## src/rtl/addsub_pkg.sv

```systemverilog
// Shared types and elaboration helpers for the digit-serial adder/subtractor.
package addsub_pkg;

  typedef enum logic [1:0] {
    StIdle,
    StRun,
    StDone
  } state_e;

  // Digit counter width: ceil(log2(n)), never narrower than one bit.
  function automatic int unsigned cnt_width(input int unsigned n);
    return (n > 1) ? $clog2(n) : 1;
  endfunction

  function automatic bit width_ok(input int unsigned width, input int unsigned chunk);
    return (chunk >= 1) && (chunk <= width) && ((width % chunk) == 0);
  endfunction

endpackage

```

## src/rtl/seq_addsub_if.sv

```systemverilog
// Operand/result handshake bundle for seq_addsub.
interface seq_addsub_if #(
  parameter int unsigned WIDTH = 32
);

  logic             in_valid;
  logic             in_ready;
  logic [WIDTH-1:0] a;
  logic [WIDTH-1:0] b;
  logic             sub;
  logic             out_valid;
  logic             out_ready;
  logic [WIDTH-1:0] res;
  logic             c_out;
  logic             ovf;
  logic             zero;

  modport master (
    output in_valid, a, b, sub, out_ready,
    input  in_ready, out_valid, res, c_out, ovf, zero
  );

  modport slave (
    input  in_valid, a, b, sub, out_ready,
    output in_ready, out_valid, res, c_out, ovf, zero
  );

endinterface

```

## src/rtl/addsub_chunk.sv

```systemverilog
// Combinational CHUNK-bit ripple full-adder chain, reused for every digit.
module addsub_chunk #(
  parameter int unsigned CHUNK = 4
) (
  input  logic [CHUNK-1:0] a,
  input  logic [CHUNK-1:0] b,
  input  logic             c_in,
  output logic [CHUNK-1:0] sum,
  output logic             c_out,
  output logic             c_msb_in
);

  logic [CHUNK:0] c;

  always_comb begin
    c    = '0;
    sum  = '0;
    c[0] = c_in;
    for (int i = 0; i < CHUNK; i++) begin
      sum[i]   = a[i] ^ b[i] ^ c[i];
      c[i + 1] = (a[i] & b[i]) | (c[i] & (a[i] ^ b[i]));
    end
  end

  assign c_out    = c[CHUNK];
  assign c_msb_in = c[CHUNK-1];

endmodule

```

## src/rtl/seq_addsub.sv

```systemverilog
// Digit-serial two's-complement adder/subtractor, one CHUNK-bit digit per clock.
// Define SEQ_ADDSUB_FLAGS_EN to build the ovf/zero flag logic; otherwise both are tied low.
module seq_addsub
  import addsub_pkg::*;
#(
  parameter int unsigned WIDTH = 32,
  parameter int unsigned CHUNK = 4
) (
  input  logic         clk,
  input  logic         rst,
  seq_addsub_if.slave  bus
);

  localparam int unsigned N        = WIDTH / CHUNK;
  localparam int unsigned CntW     = cnt_width(N);
  localparam bit          ParamsOk = width_ok(WIDTH, CHUNK);

  if (!ParamsOk) begin : g_bad_params
    $error("seq_addsub: WIDTH must be a multiple of CHUNK with 1 <= CHUNK <= WIDTH");
  end

  state_e           state_q;
  logic [WIDTH-1:0] a_q;
  logic [WIDTH-1:0] b_q;
  logic [WIDTH-1:0] res_q;
  logic             carry_q;
  logic [CntW-1:0]  cnt_q;
  logic             c_out_q;
  logic             out_valid_q;

  logic [CHUNK-1:0] sum;
  logic             c_top;
  logic             c_msb;
  logic [WIDTH-1:0] res_nxt;
  logic             last;

  addsub_chunk #(
    .CHUNK (CHUNK)
  ) u_chunk (
    .a        (a_q[CHUNK-1:0]),
    .b        (b_q[CHUNK-1:0]),
    .c_in     (carry_q),
    .sum      (sum),
    .c_out    (c_top),
    .c_msb_in (c_msb)
  );

  // New digit enters at the top; after N shifts the LSB digit lands at bit 0.
  assign res_nxt = (res_q >> CHUNK) | (WIDTH'(sum) << (WIDTH - CHUNK));
  assign last    = (cnt_q == CntW'(N - 1));

  always_ff @(posedge clk or posedge rst) begin
    if (rst) begin
      state_q     <= StIdle;
      a_q         <= '0;
      b_q         <= '0;
      res_q       <= '0;
      carry_q     <= 1'b0;
      cnt_q       <= '0;
      c_out_q     <= 1'b0;
      out_valid_q <= 1'b0;
    end else begin
      unique case (state_q)
        StIdle: begin
          if (bus.in_valid) begin
            a_q     <= bus.a;
            b_q     <= bus.b ^ {WIDTH{bus.sub}};
            carry_q <= bus.sub;
            cnt_q   <= '0;
            state_q <= StRun;
          end
        end
        StRun: begin
          a_q     <= a_q >> CHUNK;
          b_q     <= b_q >> CHUNK;
          res_q   <= res_nxt;
          carry_q <= c_top;
          if (last) begin
            c_out_q     <= c_top;
            out_valid_q <= 1'b1;
            state_q     <= StDone;
          end else begin
            cnt_q <= cnt_q + CntW'(1);
          end
        end
        StDone: begin
          if (bus.out_ready) begin
            out_valid_q <= 1'b0;
            state_q     <= StIdle;
          end
        end
        default: state_q <= StIdle;
      endcase
    end
  end

`ifdef SEQ_ADDSUB_FLAGS_EN
  logic ovf_q;
  logic zero_q;

  always_ff @(posedge clk or posedge rst) begin
    if (rst) begin
      ovf_q  <= 1'b0;
      zero_q <= 1'b0;
    end else if (state_q == StRun && last) begin
      ovf_q  <= c_msb ^ c_top;
      zero_q <= (res_nxt == '0);
    end
  end

  assign bus.ovf  = ovf_q;
  assign bus.zero = zero_q;
`else
  logic unused_c_msb;
  assign unused_c_msb = c_msb;
  assign bus.ovf      = 1'b0;
  assign bus.zero     = 1'b0;
`endif

  assign bus.in_ready  = (state_q == StIdle);
  assign bus.out_valid = out_valid_q;
  assign bus.res       = res_q;
  assign bus.c_out     = c_out_q;

endmodule

```

## src/flat_wrapper.sv

```systemverilog
// flat-port wrapper written by rule: the top's interface ports become plain ports
module seq_addsub_flat import addsub_pkg::*;
#(
  parameter int unsigned WIDTH = 32,
  parameter int unsigned CHUNK = 4
)
  (clk, rst, bus_in_valid, bus_a, bus_b, bus_sub, bus_out_ready, bus_in_ready, bus_out_valid, bus_res, bus_c_out, bus_ovf, bus_zero);
  seq_addsub_if #(.WIDTH(WIDTH)) bus_i ();
  input  logic clk;
  input  logic rst;
  input wire logic [$bits(bus_i.in_valid)-1:0] bus_in_valid;
  input wire logic [$bits(bus_i.a)-1:0] bus_a;
  input wire logic [$bits(bus_i.b)-1:0] bus_b;
  input wire logic [$bits(bus_i.sub)-1:0] bus_sub;
  input wire logic [$bits(bus_i.out_ready)-1:0] bus_out_ready;
  output wire logic [$bits(bus_i.in_ready)-1:0] bus_in_ready;
  output wire logic [$bits(bus_i.out_valid)-1:0] bus_out_valid;
  output wire logic [$bits(bus_i.res)-1:0] bus_res;
  output wire logic [$bits(bus_i.c_out)-1:0] bus_c_out;
  output wire logic [$bits(bus_i.ovf)-1:0] bus_ovf;
  output wire logic [$bits(bus_i.zero)-1:0] bus_zero;
  assign bus_i.in_valid = bus_in_valid;
  assign bus_i.a = bus_a;
  assign bus_i.b = bus_b;
  assign bus_i.sub = bus_sub;
  assign bus_i.out_ready = bus_out_ready;
  assign bus_in_ready = bus_i.in_ready;
  assign bus_out_valid = bus_i.out_valid;
  assign bus_res = bus_i.res;
  assign bus_c_out = bus_i.c_out;
  assign bus_ovf = bus_i.ovf;
  assign bus_zero = bus_i.zero;
  seq_addsub #(.WIDTH(WIDTH), .CHUNK(CHUNK)) u_core (.clk(clk), .rst(rst), .bus(bus_i));
endmodule
```

## config.mk

```make
export PLATFORM = sky130hd
export DESIGN_NAME = seq_addsub_flat
export DESIGN_NICKNAME = d
export VERILOG_FILES = /design/src/rtl/addsub_pkg.sv /design/src/rtl/seq_addsub_if.sv /design/src/rtl/addsub_chunk.sv /design/src/rtl/seq_addsub.sv /design/src/flat_wrapper.sv
export SDC_FILE = /design/constraint.sdc
export NUM_CORES = 1
export LEC_CHECK = 0
export ABC_AREA = 1
export CORE_MARGIN = 8
export CORE_UTILIZATION = 52
export CTS_CLUSTER_SIZE = 40
export DETAILED_ROUTE_END_ITERATION = 10
export PLACE_DENSITY = 0.89
export RECOVER_POWER = 25
export SETUP_SLACK_MARGIN = 0.4
export SKIP_LAST_GASP = 1
export SYNTH_ARGS = -nofsm -noshare
export SYNTH_HDL_FRONTEND = slang
export SYNTH_SLANG_ARGS = --single-unit
export TNS_END_PERCENT = 20
```

## constraint.sdc

```tcl
create_clock -name clk -period 4.23 [get_ports clk]
set_input_delay 0.846 -clock clk [delete_from_list [all_inputs] [get_ports clk]]
set_output_delay 0.846 -clock clk [all_outputs]
set_load 0.05 [all_outputs]
```

After elaboration in Yosys (flattened, before gate mapping)
Cells that the tools add are included.
{"block": "word_totals", "output_inout_bits": 37, "regBits": 104, "wordCells": 62, "in_bits": 69}
{"block": "op_classes", "eq_ne": 7, "add_sub_neg": 1, "n_reduce_logical": 8, "muxes": 16, "n_bitwise": 22}
{"op": "32-bit one-hot mux with 2 select lines", "n": 2}
{"op": "32-bit 2-to-1 mux", "n": 2}
{"op": "28-bit by 32-bit bitwise OR with 32-bit output", "n": 1}
{"op": "32-bit bitwise XOR", "n": 1}
{"op": "3-bit AND reduction", "n": 3}
{"op": "1-bit AND", "n": 8}
{"op": "1-bit bitwise XOR", "n": 8}
{"op": "2-bit 2-to-1 mux", "n": 3}
{"op": "3-bit 2-to-1 mux", "n": 2}
{"op": "2-bit inequality test (second input constant)", "n": 3}
{"op": "2-bit one-hot mux with 3 select lines", "n": 1}
{"op": "3-bit one-hot mux with 2 select lines", "n": 1}
{"op": "1-bit bitwise OR", "n": 4}
{"op": "1-bit one-hot mux with 2 select lines", "n": 2}
{"op": "2-bit AND reduction", "n": 2}
{"op": "2-bit nonzero test", "n": 2}
{"op": "3-bit by 1-bit adder with 3-bit output (second input constant)", "n": 1}
{"op": "3-bit equality test (second input constant)", "n": 1}
{"op": "1-bit 2-to-1 mux", "n": 3}
{"op": "2-bit by 1-bit equality test with 1-bit output (second input constant)", "n": 1}
{"op": "2-bit equality test (second input constant)", "n": 1}
{"op": "2-bit logical NOT", "n": 1}
{"op": "2-bit by 1-bit inequality test with 1-bit output (second input constant)", "n": 1}

Depth between registers and ports, before layout
Gate-level depths: netlist of run 1.
{"block": "logic_depth", "ltp_word": 10, "ltp_mapped": 12, "ltp_nobuf": 12}

By module
A second synthesis of run 1 with hierarchy kept.
{"block": "unflattened", "hier_cells": 660, "hier_area_um2": 5107.4}
{"module": "seq_addsub", "n_inst": 1, "area_each_um2": 4997.3, "cells_per_inst": 648}
{"module": "addsub_chunk", "n_inst": 1, "area_each_um2": 110.1, "cells_per_inst": 12}

Worst setup path before layout of run 1
Ideal clock, no wire load.
{"block": "synth_path", "kind": "register to register", "startpoint": "register u_core.carry_q", "endpoint": "register u_core.res_q[31], in the netlist u_core.bus.res[31]", "stages_incl_launch_ff": 9, "arrival_time_ns": 2.064, "t_required_ns": 4.147, "path_slack_ns": 2.084, "path_buffers": 0, "path_cell_list": "dfrtp_1 fa_1 inv_1 fa_1 inv_1 fa_1 inv_1 fa_1 o21ai_0"}
{"block": "synth_between", "elab_chain_len": 8}
{"item": "start: declaration", "line": "seq_addsub.sv:26", "source": "logic carry_q;"}
{"item": "start signal: assignment", "line": "seq_addsub.sv:68", "source": "carry_q <= bus.sub;"}
{"item": "start signal: assignment", "line": "seq_addsub.sv:77", "source": "carry_q <= c_top;"}
{"item": "1-bit AND", "line": "addsub_chunk.sv:21", "source": "c[i + 1] = (a[i] & b[i]) | (c[i] & (a[i] ^ b[i]));"}
{"item": "1-bit bitwise OR", "line": "addsub_chunk.sv:21"}
{"item": "1-bit AND", "line": "addsub_chunk.sv:21"}
{"item": "1-bit bitwise OR", "line": "addsub_chunk.sv:21"}
{"item": "1-bit AND", "line": "addsub_chunk.sv:21"}
{"item": "1-bit bitwise OR", "line": "addsub_chunk.sv:21"}
{"item": "1-bit bitwise XOR", "line": "addsub_chunk.sv:20", "source": "sum[i] = a[i] ^ b[i] ^ c[i];"}
{"item": "28-bit by 32-bit bitwise OR with 32-bit output", "line": "seq_addsub.sv:49", "source": "assign res_nxt = (res_q >> CHUNK) | (WIDTH'(sum) << (WIDTH - CHUNK));"}
{"item": "end signal: assignment", "line": "seq_addsub.sv:76", "source": "res_q <= res_nxt;"}
{"item": "end: declaration", "line": "seq_addsub.sv:25", "source": "logic [WIDTH-1:0] res_q;"}
Every way passes these cells.
A chain may end at the register's enable or synchronous reset.

==> impl_metrics.env, run 1 <==
export IMPL_grt_max_degree=64
export IMPL_fillCellCount=856
export IMPL_hold_ws_ns=0.4886
export IMPL_root_buffer="clkbuf_8"
export IMPL_critPathMaxFanout=62
export IMPL_ios=106
export IMPL_syn_to_final_growth_pct=20.24
export IMPL_grt_pass1_vias=4319
export IMPL_design_area_um2=6436
export IMPL_power_density_nw_per_um2=699.0
export IMPL_io_buffer_count=103
export IMPL_drive_gt1_share_pct=3.769
export IMPL_postCtsHoldBufs=0
export IMPL_multiInputGateArea_um2=2178
export IMPL_slew_violations=63
export IMPL_vias_per_cell=4.830
export IMPL_period_minus_slack_ns=2.941
export IMPL_dp_cells=916
export IMPL_setup_viol=0
export IMPL_r2r_end="u_core.a_q[14]$_DFFE_PP0P_"
export IMPL_tns_ns=0
export IMPL_cts_tree="done"
export IMPL_fin_cells=932
export IMPL_synthCells=737
export IMPL_drt_wl_total_mm=11.66
export IMPL_r2r_cells=6
export IMPL_ant_nets=0
export IMPL_routedWlPerCell_um=12.51
export IMPL_grt_ovfl_total=0
export IMPL_clkLatencyLatePin_ns=0.36
export IMPL_die_height_um=117.5
export IMPL_worstSetupEndpoint="u_core.state_q[1]$_DFFE_PP0P_"
export IMPL_grt_first_pass_wirelength_mm=20.27
export IMPL_rows=37
export IMPL_ctsHtreeMaxLevel=3
export IMPL_die_w_um=117.5
export IMPL_rsz0062_at_grt="no"
export IMPL_dpl_cell_area_um2=6217
export IMPL_post_cts_buffers=0
export IMPL_antenna_found_initial=0
export IMPL_drtIter0Drc=343
export IMPL_path_clk_slew_ns=0.10
export IMPL_ys_ff_latch=104
export IMPL_grt_use_total_pct=17.26
export IMPL_violations="max-capacitance violations, max-slew violations"
export IMPL_crit_path_end_kind="asynchronous set/reset pin"
export IMPL_start_util_pct=52.80
export IMPL_crit_slowest_cell="inv_1"
export IMPL_max_vdd_ir_drop_mv=0.4886
export IMPL_power_uw=4499
export IMPL_cts_sinks=104
export IMPL_synth_area_um2=5353
export IMPL_antenna_cells=0
export IMPL_cap_violations=1
export IMPL_worst_pin_slew_ns=2.311
export IMPL_die_area_um2=13800
export IMPL_path_class="in2async"
export IMPL_register_area_um2=2603
export IMPL_yosys_warnings=0
export IMPL_rr_startpoint="u_core.state_q[1]$_DFFE_PP0P_"
export IMPL_slew_headroom_pct=-54.25
export IMPL_status="complete, but fails checks"
export IMPL_cp_top_family="buffers and inverters"
export IMPL_max_stage_delay_ns=1.62
export IMPL_critPathArrivalTime_ns=3.46
export IMPL_required_ns=4.75
export IMPL_p_leak_uw=0.003478
export IMPL_maxClockFrequency_mhz=340.1
export IMPL_globalplace_congestion=0.7887
export IMPL_startpoint="rst"
export IMPL_layout_worst_path_cycle_share_pct=69.52
export IMPL_skew_ns=0.01129
export IMPL_final_nets=866
export IMPL_crit_chain="clkdlybuf4s50_1 -> inv_1 -> buf_4"
export IMPL_ctsResizeCount=0
export IMPL_drc=0
export IMPL_ys_seq_area_share_pct=48.62
export IMPL_core_um2=10140
export IMPL_hold_path_class="reg2reg"
export IMPL_synth_avg_cell_area_um2=7.263
export IMPL_cts_inserted_buffers=9
export IMPL_r2r_slack_ns=1.94
export IMPL_dp_hpwl_mm=7.961
export IMPL_vias=4502
export IMPL_synth_distinct_cells=22
export IMPL_path_depth=3
export IMPL_firstDrtPassIters=4
export IMPL_hold_violations=0
export IMPL_clock_path_buffers=2
export IMPL_crit_buf_inv=3
export IMPL_critPathLaunchType="input pin"
-- sequential cells by signal, indices dropped and copies added (netlist names) --
| name | count |
|---|---|
| u_core.a_q | 32 |
| u_core.b_q | 32 |
| u_core.bus.res | 32 |
| u_core.cnt_q | 3 |
| u_core.state_q | 2 |
| u_core.bus.c_out | 1 |
| u_core.bus.out_valid | 1 |
| u_core.carry_q | 1 |
-- tightest hold or removal path: cells and delay by family, from the launching register on --
| kind | cells | cell delay [ns] |
|---|---|---|
| flops | 1 | 0.35 |
| simple gates | 2 | 0.11 |
-- cells in the mapped netlist --
| master | instances | area share, % |
|---|---|---|
| nand2_1 | 425 | 30 |
| dfrtp_1 | 104 | 49 |
| nand3_1 | 61 | 5.7 |
| inv_1 | 44 | 3.1 |
| buf_4 | 32 | 4.5 |
| buf_2 | 26 | 2.4 |
| o21ai_0 | 10 | 0.94 |
| clkbuf_1 | 8 | 0.56 |
| fa_1 | 4 | 1.5 |
| inv_2 | 4 | 0.28 |
| xor2_1 | 4 | 0.65 |
| nand4_1 | 3 | 0.35 |
| buf_1 | 2 | 0.14 |
| ha_1 | 2 | 0.47 |
| conb_1 | 1 | 0.070 |
| nand2_2 | 1 | 0.12 |
| nand3b_1 | 1 | 0.14 |
| nor2_1 | 1 | 0.070 |
| nor2_2 | 1 | 0.12 |
| nor2_4 | 1 | 0.21 |
| o21ai_1 | 1 | 0.093 |
| o21ai_2 | 1 | 0.16 |
-- cells in the final DEF (no fill, tap or decap) --
master           instances
buf_4                    7
nor2_4                   2
conb_1                   2
fa_1                     4
inv_1                   44
o21ai_4                  1
nand2_2                  1
nand4_1                  3
clkinvlp_4               1
clkbuf_1                 1
o21ai_1                  1
clkbuf_8                 9
ha_1                     2
nand3b_1                 1
clkinv_4                 3
xor2_1                   4
nand3_1                 61
inv_2                    4
nor2_1                   1
bufinv_16                2
dfrtp_1                104
clkdlybuf4s50_1        103
o21ai_0                 10
nand2_1                425
-- through the flow --
step           setup slack, ns  util, %
2_1_floorplan           0.6518        -
3_3_place_gp             1.808    61.32
3_5_place_dp             1.784    61.32
4_1_cts                  1.530    63.51
5_1_grt                 0.7823    63.48
6_report                 1.289    63.48
-- routing by layer --
layer | track usage, % | share of wire, % | up-vias
met1 | 21.81 | 42 | 2068
li1 | - | - | 2300
met3 | 5.324 | 7.3 | 11
met2 | 28.58 | 49 | 123
met4 | 3.523 | 0.99 | 0
met5 | 0 | 0 | -
-- worst min path at each step --
stage / end / slack (ns) / cells past startpoint / startpoint
after floorplan: u_core.a_q[1]$_DFFE_PP0P_ / 0.45 / 2 / u_core.a_q[1]$_DFFE_PP0P_
after global placement: u_core.a_q[7]$_DFFE_PP0P_ / 0.46 / 2 / u_core.a_q[7]$_DFFE_PP0P_
after detailed placement: u_core.bus.out_valid$_DFFE_PP0P_ / 0.46 / 2 / u_core.bus.out_valid$_DFFE_PP0P_
after CTS: u_core.bus.res[3]$_DFFE_PP0P_ / 0.49 / 2 / u_core.bus.res[3]$_DFFE_PP0P_
after global routing: u_core.a_q[12]$_DFFE_PP0P_ / 0.50 / 2 / u_core.a_q[12]$_DFFE_PP0P_
final: u_core.bus.res[3]$_DFFE_PP0P_ / 0.49 / 2 / u_core.bus.res[3]$_DFFE_PP0P_
-- cell type report --
| class | count | share of cell area (%) |
|---|---|---|
| clock buffer | 10 | 1.983 |
| clock inverter | 6 | 1.458 |
| inverter | 48 | 2.799 |
| multi-input combinational | 518 | 33.85 |
| sequential | 104 | 40.44 |
| tap | 136 | 2.644 |
| timing repair buffer | 110 | 16.84 |
-- cells by family (layout without fill, tap and decap cells) --
logic type	count (synthesis)	after routing	share of synthesized area [%]
AOI/OAI and AO/OA	12	12	1.192
xor gates and xnor gates	4	4	0.6544
adders and majority gates	6	6	1.964
buffers and inverters	116	174	10.99
DFF	104	104	48.62
other	1	2	0.07006
and+or+nand+nor	494	494	36.51
-- report_power, final --
group | total (µW) | internal [µW] | switching [µW]
sequential | 1660 | 1400 | 251
clock | 678 | 337 | 341
combinational | 2170 | 716 | 1450
total | 4500 | 2460 | 2040
No activity file was read; power rests on OpenSTA's default activity.
==> run 2, diff against run 1 <==
clock period = 2.8 ns   (was 4.23 ns; I/O delays follow)
==> run 2 against run 1 <==
Net effect:
- the flow now finishes without violations
- sequential share of layout area is 0.12 points lower
- count of clock-buffer cells in the layout up 3
- worst hold slack lost 0.0050 ns
- flip-flop and latch count did not move
- final cell count up 0.54%
- power grew 50%
- critical path type is now reg2reg
==> impl_metrics.env, run 2 (synthesis results as in run 1) <==
export IMPL_rr_startpoint="u_core.carry_q$_DFFE_PP0P_"
export IMPL_skew_ns=0.01271
export IMPL_drc=0
export IMPL_hold_violations=0
export IMPL_grt_max_degree=62
export IMPL_start_util_pct=52.80
export IMPL_maxClockFrequency_mhz=449.1
export IMPL_vias_per_cell=4.867
export IMPL_dp_hpwl_mm=8.139
export IMPL_drtIter0Drc=369
export IMPL_met3_length_um=726
export IMPL_clkLatencyLatePin_ns=0.35
export IMPL_setup_viol=0
export IMPL_r2r_end="u_core.bus.res[31]$_DFFE_PP0P_"
export IMPL_routedWlPerCell_um=12.59
export IMPL_route_met2_wl_mm=5.739
export IMPL_hold_path_class="reg2reg"
export IMPL_p_leak_uw=0.003492
export IMPL_drive_gt1_share_pct=3.870
export IMPL_ctsHtreeMaxLevel=3
export IMPL_clock_path_buffers=2
export IMPL_maxUsedRoutingLayer="met4"
export IMPL_path_class="reg2reg"
export IMPL_cts_inserted_buffers=9
export IMPL_crit_path_end_kind="flop"
export IMPL_critPathArrivalTime_ns=2.50
export IMPL_max_vdd_ir_drop_mv=0.6134
export IMPL_slew_headroom_pct=42.74
export IMPL_final_cell_mix="nand2_1, dfrtp_1, clkdlybuf4s50_1"
export IMPL_grt_use_total_pct=17.40
export IMPL_tns_ns=0
export IMPL_rows=37
export IMPL_globalplace_congestion=0.8085
export IMPL_path_clk_slew_ns=0.08
export IMPL_ant_nets=0
export IMPL_firstDrtPassIters=5
export IMPL_cts_tree="done"
export IMPL_syn_to_final_growth_pct=20.59
export IMPL_postCtsHoldBufs=0
export IMPL_status="finished clean"
export IMPL_die_height_um=117.5
export IMPL_drt_wl_total_mm=11.80
export IMPL_core_um2=10140
export IMPL_rsz0062_at_grt="yes"
export IMPL_worst_pin_slew_ns=0.8543
export IMPL_fillCellCount=842
export IMPL_power_density_nw_per_um2=1047
export IMPL_die_area_um2=13800
export IMPL_route_layer_met1_wl_mm=5.223
export IMPL_final_common_cell="nand2_1"
export IMPL_antenna_found_initial=0
export IMPL_r2r_cells=8
export IMPL_io_buffer_count=103
export IMPL_cap_violations=0
export IMPL_vias=4560
export IMPL_startpoint="u_core.carry_q$_DFFE_PP0P_"
export IMPL_critPathLaunchType="flop"
export IMPL_required_ns=3.07
export IMPL_hold_path_end="u_core.a_q[3]$_DFFE_PP0P_"
export IMPL_grt_pass1_vias=4428
export IMPL_critPathMaxFanout=2
export IMPL_grt_first_pass_wirelength_mm=20.39
export IMPL_layout_worst_path_cycle_share_pct=79.52
export IMPL_period_minus_slack_ns=2.227
export IMPL_antenna_cells=0
export IMPL_hold_depth=2
export IMPL_die_w_um=117.5
export IMPL_grt_ovfl_total=0
export IMPL_hold_start="u_core.a_q[3]$_DFFE_PP0P_"
export IMPL_ios=106
export IMPL_r2r_slack_ns=0.57
export IMPL_root_buffer="clkbuf_8"
export IMPL_slew_violations=0
export IMPL_cts_sinks=104
export IMPL_final_nets=871
export IMPL_hold_ws_ns=0.4836
-- run 2: cell count changes in the layout (fill, tap and decap cells not counted), sizes merged --
cell	before	now
buf	7	9
bufinv	2	1
clkbuf	10	16
clkdlybuf4s50	103	101
clkinv	3	1
clkinvlp	1	2
dlygate4sd3	0	1
dlymetal6s2s	0	1
inv	48	47
-- run 2: area by class of cell --
type                            count  area (µm²)  share of cell area (%)
Sequential cell                   104        2603                   40.32
Multi-Input combinational cell    518        2178                   33.75
Timing Repair Buffer              115        1141                   17.68
Inverter                           48       181.4                   2.811
Tap cell                          136       170.2                   2.636
Clock buffer                       13       138.9                   2.152
Clock inverter                      3       42.54                  0.6590
-- run 2: power breakdown --
group | switching (µW) | internal [µW] | total [µW] | leakage [µW]
logic | 2230 | 1140 | 3360 | 0.00207
clock network | 482 | 415 | 897 | 0.0000876
registers | 374 | 2120 | 2500 | 0.00133
-- run 2: worst max path at each step --
stage,endpoint,slack (ns),depth (start not counted)
after floorplan,u_core.bus.res[31]$_DFFE_PP0P_,0.65,8
after global placement,u_core.bus.res[31]$_DFFE_PP0P_,0.61,8
after detailed placement,u_core.bus.res[31]$_DFFE_PP0P_,0.52,8
after CTS,bus_in_ready,0.41,2
after global routing,u_core.a_q[19]$_DFFE_PP0P_,0.40,3
final,u_core.bus.res[31]$_DFFE_PP0P_,0.57,8
-- run 2: critical path: stages, from the launching register on --
cell	delay (ns)
dfrtp_1	0.41
fa_1	0.43
inv_1	0.10
fa_1	0.17
inv_1	0.05
fa_1	0.41
inv_1	0.09
fa_1	0.38
o21ai_1	0.13
-- run 2: per-stage QoR --
stage               setup WS (ns)  total power, µW  utilization (%)  instances  cell area [µm²]
floorplan                  0.6538             5129                -        738             5360
global placement           0.6098             5792            62.08        921             6294
detailed placement         0.5240             5911            62.08        921             6294
CTS                        0.4054             6818            63.87        937             6475
global route               0.3975             7312            63.67        937             6455
finish                     0.5734             6758            63.67        937             6455
-- run 2: routing by layer --
metal,global-route usage (%),up-vias
met3,4.365,10
li1,-,2306
met4,3.923,0
met1,22.51,2131
met2,28.76,113
met5,0,-
-- run 2: timing repair --
item                                    in CTS  in global routing
buffers inserted                             0                  0
gates resized for setup                      0                  2
endpoints found under the setup margin       0                  2
